## src/rtl/y_mul_seq_pkg.sv

```systemverilog
// Types and defaults shared by the sequential multiplier and the CPU datapath.
package y_mul_seq_pkg;

  localparam int DEF_WIDTH = 32;

  typedef enum logic [1:0] {
    ST_IDLE = 2'd0,
    ST_RUN  = 2'd1,
    ST_SIGN = 2'd2,
    ST_DONE = 2'd3
  } mul_state_t;

endpackage

```

## src/rtl/y_mul_seq_if.sv

```systemverilog
// Request/result bundle between a multiply requester and y_mul_seq.
interface y_mul_seq_if import y_mul_seq_pkg::*; #(parameter int WIDTH = DEF_WIDTH);

  logic             start;
  logic [WIDTH-1:0] a;
  logic [WIDTH-1:0] b;
  logic             sgn;
  logic             busy;
  logic             done_valid;
  logic             done_ready;
  logic [WIDTH-1:0] hi;
  logic [WIDTH-1:0] lo;

  modport master (
    output start, a, b, sgn, done_ready,
    input  busy, done_valid, hi, lo
  );

  modport slave (
    input  start, a, b, sgn, done_ready,
    output busy, done_valid, hi, lo
  );

endinterface

```

## src/rtl/y_mul_seq_adder.sv

```systemverilog
// WIDTH-bit ripple-carry adder used by the CPU datapath and the multiplier.
module yAdder import y_mul_seq_pkg::*; #(
  parameter int WIDTH = DEF_WIDTH
) (
  output logic [WIDTH-1:0] z,
  output logic             cout,
  input  logic [WIDTH-1:0] a,
  input  logic [WIDTH-1:0] b,
  input  logic             cin
);

  logic [WIDTH:0] c;

  assign c[0] = cin;

  generate
    for (genvar gi = 0; gi < WIDTH; gi++) begin : g_bit
      assign z[gi]     = a[gi] ^ b[gi] ^ c[gi];
      assign c[gi + 1] = (a[gi] & b[gi]) | (c[gi] & (a[gi] ^ b[gi]));
    end
  endgenerate

  assign cout = c[WIDTH];

endmodule

```

## src/rtl/y_mul_seq.sv

```systemverilog
// Fixed-latency shift-add multiplier (mult/multu): magnitudes are multiplied
// over WIDTH cycles, then the product is negated in one extra cycle if needed.
module y_mul_seq import y_mul_seq_pkg::*; #(
  parameter int WIDTH = DEF_WIDTH
) (
  input  logic    clk,
  input  logic    rst_n,
  y_mul_seq_if.slave bus
);

  localparam int CNT_W = $clog2(WIDTH) + 1;

  mul_state_t       state;
  logic [WIDTH-1:0] mcand;
  logic [WIDTH-1:0] hi;
  logic [WIDTH-1:0] lo;
  logic             neg;
  logic             busy;
  logic             done_valid;
  logic [CNT_W-1:0] cnt;

  logic [WIDTH-1:0]   mag_a;
  logic [WIDTH-1:0]   mag_b;
  logic [WIDTH-1:0]   addend;
  logic [WIDTH-1:0]   sum;
  logic               cout;
  logic [2*WIDTH-1:0] run_next;
  logic [2*WIDTH-1:0] prod_neg;

  // -2^(WIDTH-1) negates to its own bit pattern, which read unsigned is the magnitude.
  assign mag_a = (bus.sgn && bus.a[WIDTH-1]) ? (~bus.a + WIDTH'(1)) : bus.a;
  assign mag_b = (bus.sgn && bus.b[WIDTH-1]) ? (~bus.b + WIDTH'(1)) : bus.b;

  // The multiplier lives in lo and is consumed from its LSB as the product shifts in.
  assign addend = lo[0] ? mcand : '0;

  yAdder #(.WIDTH(WIDTH)) u_add (
    .z    (sum),
    .cout (cout),
    .a    (hi),
    .b    (addend),
    .cin  (1'b0)
  );

  assign run_next = {cout, sum, lo[WIDTH-1:1]};
  assign prod_neg = ~{hi, lo} + (2*WIDTH)'(1);

  always_ff @(posedge clk) begin
    if (!rst_n) begin
      state      <= ST_IDLE;
      mcand      <= '0;
      hi         <= '0;
      lo         <= '0;
      neg        <= 1'b0;
      busy       <= 1'b0;
      done_valid <= 1'b0;
      cnt        <= '0;
    end else begin
      case (state)
        ST_IDLE: begin
          if (bus.start) begin
            mcand <= mag_a;
            hi    <= '0;
            lo    <= mag_b;
            neg   <= bus.sgn & (bus.a[WIDTH-1] ^ bus.b[WIDTH-1]);
            cnt   <= '0;
            busy  <= 1'b1;
            state <= ST_RUN;
          end
        end
        ST_RUN: begin
          {hi, lo} <= run_next;
          cnt      <= cnt + CNT_W'(1);
          if (cnt == CNT_W'(WIDTH - 1)) begin
            state <= ST_SIGN;
          end
        end
        ST_SIGN: begin
          if (neg) begin
            {hi, lo} <= prod_neg;
          end
          cnt        <= '0;
          busy       <= 1'b0;
          done_valid <= 1'b1;
          state      <= ST_DONE;
        end
        ST_DONE: begin
          // A start arriving with done_ready is dropped; new work enters from IDLE only.
          if (bus.done_ready) begin
            done_valid <= 1'b0;
            state      <= ST_IDLE;
          end
        end
        default: state <= ST_IDLE;
      endcase
    end
  end

  assign bus.busy       = busy;
  assign bus.done_valid = done_valid;
  assign bus.hi         = hi;
  assign bus.lo         = lo;

endmodule
```

## src/flat_wrapper.sv

```systemverilog
// flat-port wrapper written by rule: the top's interface ports become plain ports
module y_mul_seq_flat import y_mul_seq_pkg::*;
#(
  parameter int WIDTH = DEF_WIDTH
)
  (clk, rst_n, bus_start, bus_a, bus_b, bus_sgn, bus_done_ready, bus_busy, bus_done_valid, bus_hi, bus_lo);
  y_mul_seq_if #(.WIDTH(WIDTH)) bus_i ();
  input  logic clk;
  input  logic rst_n;
  input wire logic [$bits(bus_i.start)-1:0] bus_start;
  input wire logic [$bits(bus_i.a)-1:0] bus_a;
  input wire logic [$bits(bus_i.b)-1:0] bus_b;
  input wire logic [$bits(bus_i.sgn)-1:0] bus_sgn;
  input wire logic [$bits(bus_i.done_ready)-1:0] bus_done_ready;
  output wire logic [$bits(bus_i.busy)-1:0] bus_busy;
  output wire logic [$bits(bus_i.done_valid)-1:0] bus_done_valid;
  output wire logic [$bits(bus_i.hi)-1:0] bus_hi;
  output wire logic [$bits(bus_i.lo)-1:0] bus_lo;
  assign bus_i.start = bus_start;
  assign bus_i.a = bus_a;
  assign bus_i.b = bus_b;
  assign bus_i.sgn = bus_sgn;
  assign bus_i.done_ready = bus_done_ready;
  assign bus_busy = bus_i.busy;
  assign bus_done_valid = bus_i.done_valid;
  assign bus_hi = bus_i.hi;
  assign bus_lo = bus_i.lo;
  y_mul_seq #(.WIDTH(WIDTH)) u_core (.clk(clk), .rst_n(rst_n), .bus(bus_i));
endmodule
```

## config.mk

```make
export PLATFORM = sky130hd
export DESIGN_NAME = y_mul_seq_flat
export DESIGN_NICKNAME = d
export VERILOG_FILES = /design/src/rtl/y_mul_seq_pkg.sv /design/src/rtl/y_mul_seq_if.sv /design/src/rtl/y_mul_seq_adder.sv /design/src/rtl/y_mul_seq.sv /design/src/flat_wrapper.sv
export SDC_FILE = /design/constraint.sdc
export NUM_CORES = 1
export LEC_CHECK = 0
export CORE_MARGIN = 2
export CORE_UTILIZATION = 50
export DETAILED_ROUTE_END_ITERATION = 10
export MAX_ROUTING_LAYER = met4
export PLACE_DENSITY = 0.76
export SLEW_MARGIN = 20
export SYNTH_ARGS = -nofsm -noshare
export SYNTH_HDL_FRONTEND = slang
export SYNTH_SLANG_ARGS = --single-unit
```

## constraint.sdc

```tcl
create_clock -name clk -period 12.55 [get_ports clk]
set_input_delay 3.1375 -clock clk [delete_from_list [all_inputs] [get_ports clk]]
set_output_delay 3.1375 -clock clk [all_outputs]
set_load 0.1 [all_outputs]
```

==> results_dict.tcl, run 1 <==
set metrics [dict create \
    status "complete, no violations" \
    max_freq_mhz 81.57 \
    core-area_um2 15890 \
    peakVddDrop_uv 229.1 \
    drt_iter0_markers 835 \
    ios 135 \
    cts-root-buf "clkbuf_16" \
    grt_pass1_vias 7664 \
    die-area_um2 17320 \
    path_max_fanout 3 \
    post-dp-hpwl_um 18760 \
    drc 0 \
    grt_use_total_pct 30.38 \
    crit_slowest_cell "fa_1" \
    grt_antenna_before_repair 0 \
    synth_top_area_cell "dfxtp_1" \
    worst_slack_ns 0.2901 \
    p_leak_nw 3.189 \
    clock_latency_ns 0.36 \
    fin_worst_skew_ns 0.01117 \
    cts_sinks 107 \
    synth_top_area_share_pct 26.31 \
    start_kind "flop" \
    die_w_um 131.6 \
    num_rows 46 \
    initial_utilization_pct 51.26 \
    hold_path_class "reg -> reg" \
    die_h_um 131.6 \
    grt_pass1_wl_um 41720 \
    critPathRequiredTime_ns 12.76 \
    fillers 1454 \
    synthTopCellsByArea "dfxtp_1 (26%), fa_1 (7.6%), xnor2_1 (5.5%)" \
    cpPeakStageDelay_ns 0.49 \
    cpMostUsedCell "fa_2" \
    worstSetupPathType "reg -> reg" \
    diodes 0 \
    path_buf_inv 3 \
    syn_inst 1050 \
    syn_avg_cell_area_um2 7.755 \
    synth.ff_latch_count 107 \
    routed_wl_um 25790 \
    synth_area_um2 8143 \
    multi_input_area_um2 5638 \
    placed_area_um2 9629 \
    wire_per_inst_um 18.98 \
    synth_nets 1159 \
    synth-edff-count 0 \
    overflow 0 \
    clkTransAtPathRegs_ns 0.07 \
    cts_hold_buf 0 \
    path_depth 39 \
    ys.flop_type "dfxtp_1" \
    globalplace.congestion 0.9203 \
    regArea_um2 2148 \
    vias 8472 \
    hold_viol_final 0 \
    drive_above_1_share_pct 6.824 \
    p_per_area_nw_per_um2 209.6 \
    drv_cap 0 \
    clockBufferDepth 2 \
    tightest_slew_ns 1.105 \
    min_period_ns 12.26 \
    maxSlewViolCount 0 \
    synthDistinctLibCells 70 \
    htreeDepth 3 \
    grt_max_degree 61 \
    io_buffers 134 \
    seq_area_frac_synth_pct 26.31 \
    final_core_util_pct 62.52 \
    dpl_worst_slack_ns -0.01894 \
    setup_violations 0 \
    cp.arrival_ns 12.47 \
    layout_common_cells "clkdlybuf4s50_1 (134), dfxtp_1 (104), nand2_1 (96), nor2_1 (85), a21oi_1 (67)" \
    fin_area_um2 9931 \
    fin_nets 1248 \
    cts_made_buffers 9 \
    hold_depth 2 \
    area_delta_synth_final_pct 21.96 \
    layout_commonest_cell "clkdlybuf4s50_1" \
    reg2reg_depth 39 \
    dr.pass1.iters 5 \
    viasPerCell 6.234 \
    endpoint_kind "flop" \
    antenna_left 0 \
    critPathTopFamily "adder cells" \
    slew_headroom_pct 25.67 \
    cts_tree "done" \
    post-route-period-util_pct 97.69 \
    yosysWarningCount 0 \
    ys_async_sr_fraction_pct 0 \
]
==> per-layer routing <==
layer	up-vias	global-route usage [%]	part of all wire (%)
met5	-	-	0
met4	0	9.179	2.0
met3	45	6.173	9.1
met2	448	42.99	43
met1	3922	43.53	46
li1	4057	-	-
==> per-stage QoR <==
step	setup TNS [ns]	total power, mW	hold WS (ns)	instances
3_5_place_dp	-0.01894	1.787	0.4448	1344
4_1_cts	0	2.059	0.4527	1359
3_3_place_gp	0	1.779	0.4405	1344
2_1_floorplan	0	1.452	0.4273	1050
6_report	0	2.081	0.4543	1359
5_1_grt	-0.04154	2.198	0.4717	1359
==> Yosys cell counts, drive strengths merged (12+ instances only) <==
cell      n
a211oi   25
xor2     44
or4      16
a221oi   13
inv      45
nand3    23
nand2    96
a21oi    68
nand4    16
o211ai   15
o41ai    12
or3      24
buf      12
nor3     55
o31ai    14
dfxtp   107
o22ai    18
nor2     85
nor4     30
clkbuf   57
o21ai    62
fa       31
xnor2    51
==> tightest hold or removal path, stage by stage, from the launching register on <==
cell and delay, ns:
dfxtp_1 0.31, nand2_1 0.05, a21oi_1 0.05
==> repair_timing <==
item	4_1_cts	5_1_grt
resized for setup	1	14
pin swaps	0	6
setup endpoints to repair	1	3
buffers inserted	0	0
==> flip-flops by register name, indices dropped and copies added, names as in the netlist <==
signal	flops
u_core.bus.busy	1
u_core.bus.done_valid	1
u_core.bus.lo	32
u_core.state	2
u_core.neg	1
u_core.cnt	6
u_core.mcand	32
u_core.bus.hi	32
==> power by group <==
part	switching, mW	internal (mW)
Clock	0.131	0.139
Combinational	0.917	0.370
Sequential	0.101	0.422
==> kinds of logic (layout without fill, tap and decap cells) <==
group	after synthesis	count (layout)	share of synthesized area, %
AND/OR/NAND/NOR	393	393	24.48
AO/OA/AOI/OAI	294	294	23.82
buffers and inverters	115	208	5.439
flip-flops	107	107	26.31
XOR/XNOR	95	95	10.22
adder cells (fa/ha/maj)	40	40	9.004
multiplexers	6	6	0.7376
==> worst paths after layout <==
| check | from | endpoint | slack (ns) |
|---|---|---|---|
| setup / recovery | u_core.bus.lo[0] | u_core.bus.hi[30] | 0.29 |
| hold / removal | u_core.mcand[16] | u_core.mcand[16] | 0.45 |
| setup reg to reg | u_core.bus.lo[0] | u_core.bus.hi[30] | 0.29 |
| hold reg to reg | u_core.mcand[16] | u_core.mcand[16] | 0.45 |
==> area by class of cell <==
cell class / count / share of cell area [%]
clock buffer: 13 / 2.520
sequential: 107 / 21.63
timing repair buffer: 147 / 14.49
tap: 216 / 2.721
inverter: 46 / 1.739
clock inverter: 2 / 0.1260
multi-input combinational: 828 / 56.77
Note: power is estimated with default switching activity, not from simulation.
==> run 2, diff against run 1 <==
Settings changed: GPL_TIMING_DRIVEN set to 0, TNS_END_PERCENT set to 20.
==> results_dict.tcl, run 2 (synthesized netlist as in run 1, its figures left out) <==
set metrics [dict create \
    status "complete, no violations" \
    fin_area_um2 10150 \
    min_to "u_core.mcand[31]" \
    die_w_um 131.6 \
    clock_latency_ns 0.37 \
    fin_nets 1302 \
    diodes 0 \
    die_h_um 131.6 \
    num_rows 46 \
    ios 135 \
    initial_utilization_pct 51.26 \
    grtUsageMet3_pct 7.909 \
    total_power_mw 2.218 \
    htreeDepth 3 \
    cts_tree "done" \
    clockBufferDepth 2 \
    drive_above_1_share_pct 6.344 \
    min_period_ns 12.32 \
    netSwitchingPower_mw 1.258 \
    antenna_left 0 \
    hold_path_class "reg -> reg" \
    cp.arrival_ns 12.52 \
    hold_viol_final 0 \
    whs_ns 0.4678 \
    cts_sinks 107 \
    dr.pass1.iters 6 \
    drc 0 \
    multi_input_area_um2 5644 \
    maxSlewViolCount 0 \
    slew_headroom_pct 30.55 \
    critPathRequiredTime_ns 12.76 \
    regArea_um2 2148 \
    area_delta_synth_final_pct 24.69 \
    holdCritStartpoint "u_core.mcand[31]" \
    rsz0062_at_grt "no" \
    layout_common_cells "clkdlybuf4s50_1 (132), dfxtp_1 (104), nand2_1 (96), nor2_1 (85), a21oi_1 (68)" \
    cpMostUsedCell "fa_2" \
    globalplace.congestion 1.003 \
    cts_hold_buf 0 \
    setup_violations 0 \
    grtUsageMet2_pct 49.56 \
    wire_per_inst_um 21.27 \
    die-area_um2 17320 \
    core-area_um2 15890 \
    post-dp-hpwl_um 22750 \
    largestRegisters "u_core.bus.hi (32), u_core.bus.lo (32), u_core.mcand (32)" \
    start_kind "flop" \
    vias 9044 \
    reg2reg_depth 40 \
    globalRouteMet1Util_pct 49.01 \
    grt_pass1_wl_um 46670 \
    path_max_fanout 8 \
    viasPerCell 6.396 \
    p_sw_share_pct 56.73 \
    clock_power_share_pct 13.4 \
    peakVddDrop_uv 241.0 \
    drt_iter0_markers 1165 \
    post-route-period-util_pct 98.14 \
    cpPeakStageDelay_ns 0.51 \
    r2r-end "u_core.bus.hi[30]" \
    dpl_worst_slack_ns -0.3292 \
    p_int_uw 959.4 \
    crit_slowest_cell "fa_1" \
    r2r_slack_ns 0.23 \
    r2r_start "u_core.bus.lo[0]" \
    grt_pass1_vias 8252 \
    finalNonFillerCells 1414 \
    layout_commonest_cell "clkdlybuf4s50_1" \
    tightest_slew_ns 1.033 \
    placed_area_um2 9789 \
    overflow 0 \
    endpoint_kind "flop" \
    p_seq_share_pct 23.6 \
    worstSetupPathType "reg -> reg" \
    grt_max_degree 19 \
    routed_wl_um 30070 \
    cts_made_buffers 9 \
    p_per_area_nw_per_um2 218.4 \
    fillers 1451 \
    p_leak_nw 3.245 \
    dp_cells 1398 \
    drv_cap 0 \
    busiest_layer "met2" \
    fin_worst_skew_ns 0.01258 \
    cts-root-buf "clkbuf_16" \
    io_buffers 132 \
    combinationalPowerShare_pct 63.0 \
    grt_use_total_pct 34.89 \
    worst_slack_ns 0.2340 \
    clkTransAtPathRegs_ns 0.08 \
    hold_depth 2 \
    max_freq_mhz 81.20 \
    grt_antenna_before_repair 0 \
]
-- run 2: cell types whose count changed in the layout (fill, tap and decap cells not counted), sizes merged --
cell and change:
clkbuf +54, inv +3, clkinvlp +1, clkdlybuf4s50 -2, clkinv -1
-- run 2: metal layers --
layer  vias up  part of all wire [%]
met5         -                     0
met4         0                   2.6
met3        73                    11
met2       567                    43
met1      4266                    43
li1       4138                     -
-- run 2: area by class of cell --
type / instances / share of cell area, %
sequential: 107 / 21.16
clock buffer: 11 / 2.600
inverter: 46 / 1.701
buffer: 69 / 2.871
multi-input combinational: 828 / 55.59
clock inverter: 5 / 0.4067
timing repair buffer: 132 / 13.01
tap: 216 / 2.662
-- run 2: worst max-delay path by stage --
stage          cells after the start                end  slack (ns)             start
3_5_place_dp                      39  u_core.bus.hi[30]       -0.33  u_core.bus.lo[0]
3_3_place_gp                      40  u_core.bus.hi[30]       -0.22  u_core.bus.lo[0]
6_report                          40  u_core.bus.hi[30]        0.23  u_core.bus.lo[0]
2_1_floorplan                     40  u_core.bus.hi[30]        0.01  u_core.bus.lo[0]
5_1_grt                           40  u_core.bus.hi[30]        0.01  u_core.bus.lo[0]
4_1_cts                           40  u_core.bus.hi[30]        0.04  u_core.bus.lo[0]
-- run 2: power groups by stage --
stage	Clock [mW]	Combinational, mW	Sequential (mW)
final	0.297	1.40	0.524
after global routing	0.309	1.47	0.533
after CTS	0.297	1.35	0.518
after detailed placement	0	1.34	0.525
after global placement	0	1.33	0.525
after floorplan	0	0.656	0.797
-- run 2: worst max-delay path, delay by kind of cell (launching register included) --
kind / cells / cell delay, ns
fa+ha+maj: 32 / 11.05
simple gates: 2 / 0.19
flops: 1 / 0.37
buf+inv: 4 / 0.29
compound gates: 2 / 0.25
-- run 2: through the flow --
step	TNS (ns)	util [%]
after global routing	0	63.92
final	0	63.92
after CTS	0	63.73
after detailed placement	-0.5732	61.63
after floorplan	0	-
after global placement	-0.3672	61.63
-- run 2: timing repair --
action                     CTS  global route
pin swaps                    1             1
setup endpoints to repair    3             3
gates resized for setup     10             9
setup buffers                0             0
==> run 3, diff against run 2 <==
Settings changed: PLACE_DENSITY 0.76 to 0.75, SYNTH_HIERARCHICAL set to 1.
==> results_dict.tcl, run 3 <==
set metrics [dict create \
    die_h_um 132.6 \
    min_period_ns 12.49 \
    start_kind "flop" \
    clock_latency_ns 0.36 \
    num_rows 47 \
    critPathRequiredTime_ns 12.83 \
    cp.arrival_ns 12.77 \
    final_core_util_pct 62.83 \
    whs_ns 0.4670 \
    layout_common_cells "clkdlybuf4s50_1 (132), dfxtp_1 (105), a21oi_1 (73), nor2_1 (68), nand2_1 (66)" \
    grt_max_degree 17 \
    synth_top_area_share_pct 25.90 \
    combinationalPowerShare_pct 64.2 \
    hold_viol_final 0 \
    cts_hold_buf 0 \
    peakVddDrop_uv 146.5 \
    reg2reg_depth 41 \
    rsz0062_at_grt "yes" \
    grt_pass1_wl_um 47310 \
    holdCritStartpoint "u_core/mcand[0]" \
    netSwitchingPower_mw 1.302 \
    min_to "u_core/mcand[0]" \
    drv_cap 0 \
    globalplace.congestion 1.009 \
    synth_area_um2 8272 \
    drive_above_1_share_pct 7.653 \
    hold_depth 2 \
    fin_area_um2 10270 \
    path_max_fanout 10 \
    ys.flop_type "dfxtp_1" \
    r2r-end "u_core/bus.hi[30]" \
    grt_antenna_before_repair 0 \
    maxSlewViolCount 0 \
    slew_headroom_pct 30.73 \
    synth.ff_latch_count 107 \
    p_seq_share_pct 23.1 \
    p_sw_share_pct 56.49 \
    routed_wl_um 30230 \
    synthDistinctLibCells 78 \
    critPathTopFamily "adder cells" \
    fin_nets 1267 \
    p_per_area_nw_per_um2 224.4 \
    status "complete, no violations" \
    setup_tns_ns 0 \
    die-area_um2 17590 \
    endpoint_kind "flop" \
    grt_pass1_vias 8538 \
    hold_path_class "reg -> reg" \
    setup_violations 0 \
    synthTopCellsByArea "dfxtp_1 (26%), fa_1 (7.7%), xor2_1 (4.8%)" \
    area_delta_synth_final_pct 24.19 \
    worstSetupPathType "reg -> reg" \
    die_w_um 132.6 \
    vias 8976 \
    cts_tree "done" \
    worst_slack_ns 0.06203 \
    post-dp-hpwl_um 22690 \
    ys_top_cells_by_count "dfxtp_1 (107), a21oi_1 (73), nor2_1 (68)" \
    largestRegisters "u_core/bus.hi (32), u_core/bus.lo (32), u_core/mcand (32)" \
    synth-edff-count 0 \
    cts_setup_buffers 0 \
    wire_per_inst_um 21.86 \
    cpMostUsedCell "fa_2" \
    cts_made_buffers 9 \
    clkTransAtPathRegs_ns 0.07 \
    crit_slowest_cell "fa_1" \
    path_buf_inv 5 \
    synth_most_common_cell "dfxtp_1" \
    tightest_slew_ns 1.036 \
    synth_nets 1124 \
    r2r_start "u_core/bus.lo[0]" \
    overflow 0 \
    clock_power_share_pct 12.7 \
    grt_use_total_pct 35.23 \
    ios 135 \
    ys_async_sr_fraction_pct 0 \
    cpPeakStageDelay_ns 0.39 \
    dr.pass1.iters 6 \
    cts_sinks 107 \
    antenna_left 0 \
    dpl_worst_slack_ns -0.2900 \
    htreeDepth 3 \
    yosysWarningCount 6 \
    p_leak_nw 3.612 \
    synth_top_area_cell "dfxtp_1" \
    p_int_mw 1.003 \
    syn_inst 1015 \
    io_buffers 132 \
    cts-root-buf "clkbuf_16" \
    placed_area_um2 9938 \
    layout_commonest_cell "clkdlybuf4s50_1" \
    drt_iter0_markers 1117 \
    drc 0 \
    syn_avg_cell_area_um2 8.149 \
    diodes 0 \
    seq_area_frac_synth_pct 25.90 \
    max_freq_mhz 80.08 \
    clockBufferDepth 2 \
    initial_utilization_pct 50.60 \
    core-area_um2 16350 \
    fin_worst_skew_ns 0.007378 \
    r2r_slack_ns 0.06 \
    viasPerCell 6.490 \
    post-route-period-util_pct 99.51 \
]
run 3: cell types whose count changed in the layout (fill, tap and decap cells not counted), moves of 7 or more:
| cell | delta |
|---|---|
| and2_1 | +30 |
| nand2_1 | -30 |
| inv_1 | -22 |
| nor3_1 | -20 |
| nor2_1 | -17 |
| and3_1 | +15 |
| o21ai_0 | -7 |
| or2_2 | -7 |
| xnor2_1 | -7 |
run 3: worst max path at each step:
| stage | from | endpoint | slack, ns | cells past startpoint |
|---|---|---|---|---|
| 5_1_grt | u_core/bus.lo[0] | u_core/bus.hi[30] | -0.19 | 41 |
| 6_report | u_core/bus.lo[0] | u_core/bus.hi[30] | 0.06 | 41 |
| 4_1_cts | u_core/bus.lo[0] | u_core/bus.hi[30] | 0.02 | 41 |
| 3_3_place_gp | u_core/bus.lo[0] | u_core/bus.hi[30] | -0.22 | 41 |
| 2_1_floorplan | u_core/bus.lo[0] | u_core/bus.hi[30] | 0.03 | 41 |
| 3_5_place_dp | u_core/bus.lo[0] | u_core/bus.hi[30] | -0.29 | 41 |
run 3: worst reg2reg max path: cells and delay by family, from the launching register on:
kind            cells  cell delay, ns
fa+ha+maj          32           11.15
buf+inv             5            0.39
flops               1            0.36
simple gates        2            0.30
compound gates      2            0.22
run 3: logic make-up after synthesis:
logic type               after synthesis  synth area share (%)
AO/OA/AOI/OAI                        293                 23.57
other                                  1               0.04534
flip-flops                           107                 25.90
multiplexers                           6                0.7261
XOR/XNOR                              89                 9.424
AND/OR/NAND/NOR                      382                 26.73
buffers and inverters                 97                 4.659
adder cells (fa/ha/maj)               40                 8.955
run 3: cell type report:
class | instances | area, um2
Buffer | 71 | 309.0
Clock inverter | 4 | 48.80
Sequential cell | 107 | 2147
Inverter | 26 | 97.59
Clock buffer | 12 | 246.5
Multi-Input combinational cell | 811 | 5827
Fill cell | 1515 | 6076
Timing Repair Buffer | 132 | 1321
Tap cell | 220 | 275.3
run 3: timing repair:
item | 4_1_cts | 5_1_grt
pin swaps | 3 | 3
resized for setup | 11 | 3
setup endpoints to repair | 1 | 1
run 3: per-layer routing:
layer,GRT usage [%],wire (um)
met5,-,0
met1,42.40,11540
met3,5.977,2937
met2,57.43,14280
met4,16.91,1469
run 3: per-stage QoR:
stage | instances | power [mW]
6_report | 1383 | 2.305
5_1_grt | 1383 | 2.405
4_1_cts | 1383 | 2.261
3_5_place_dp | 1367 | 1.963
3_3_place_gp | 1367 | 1.954
2_1_floorplan | 1015 | 1.535
run 3: power groups by stage:
| stage | clock, mW | combinational [mW] | sequential, mW |
|---|---|---|---|
| floorplan | 0 | 0.703 | 0.832 |
| global placement | 0 | 1.42 | 0.536 |
| detailed placement | 0 | 1.43 | 0.537 |
| CTS | 0.295 | 1.43 | 0.531 |
| global route | 0.308 | 1.55 | 0.545 |
| finish | 0.293 | 1.48 | 0.533 |
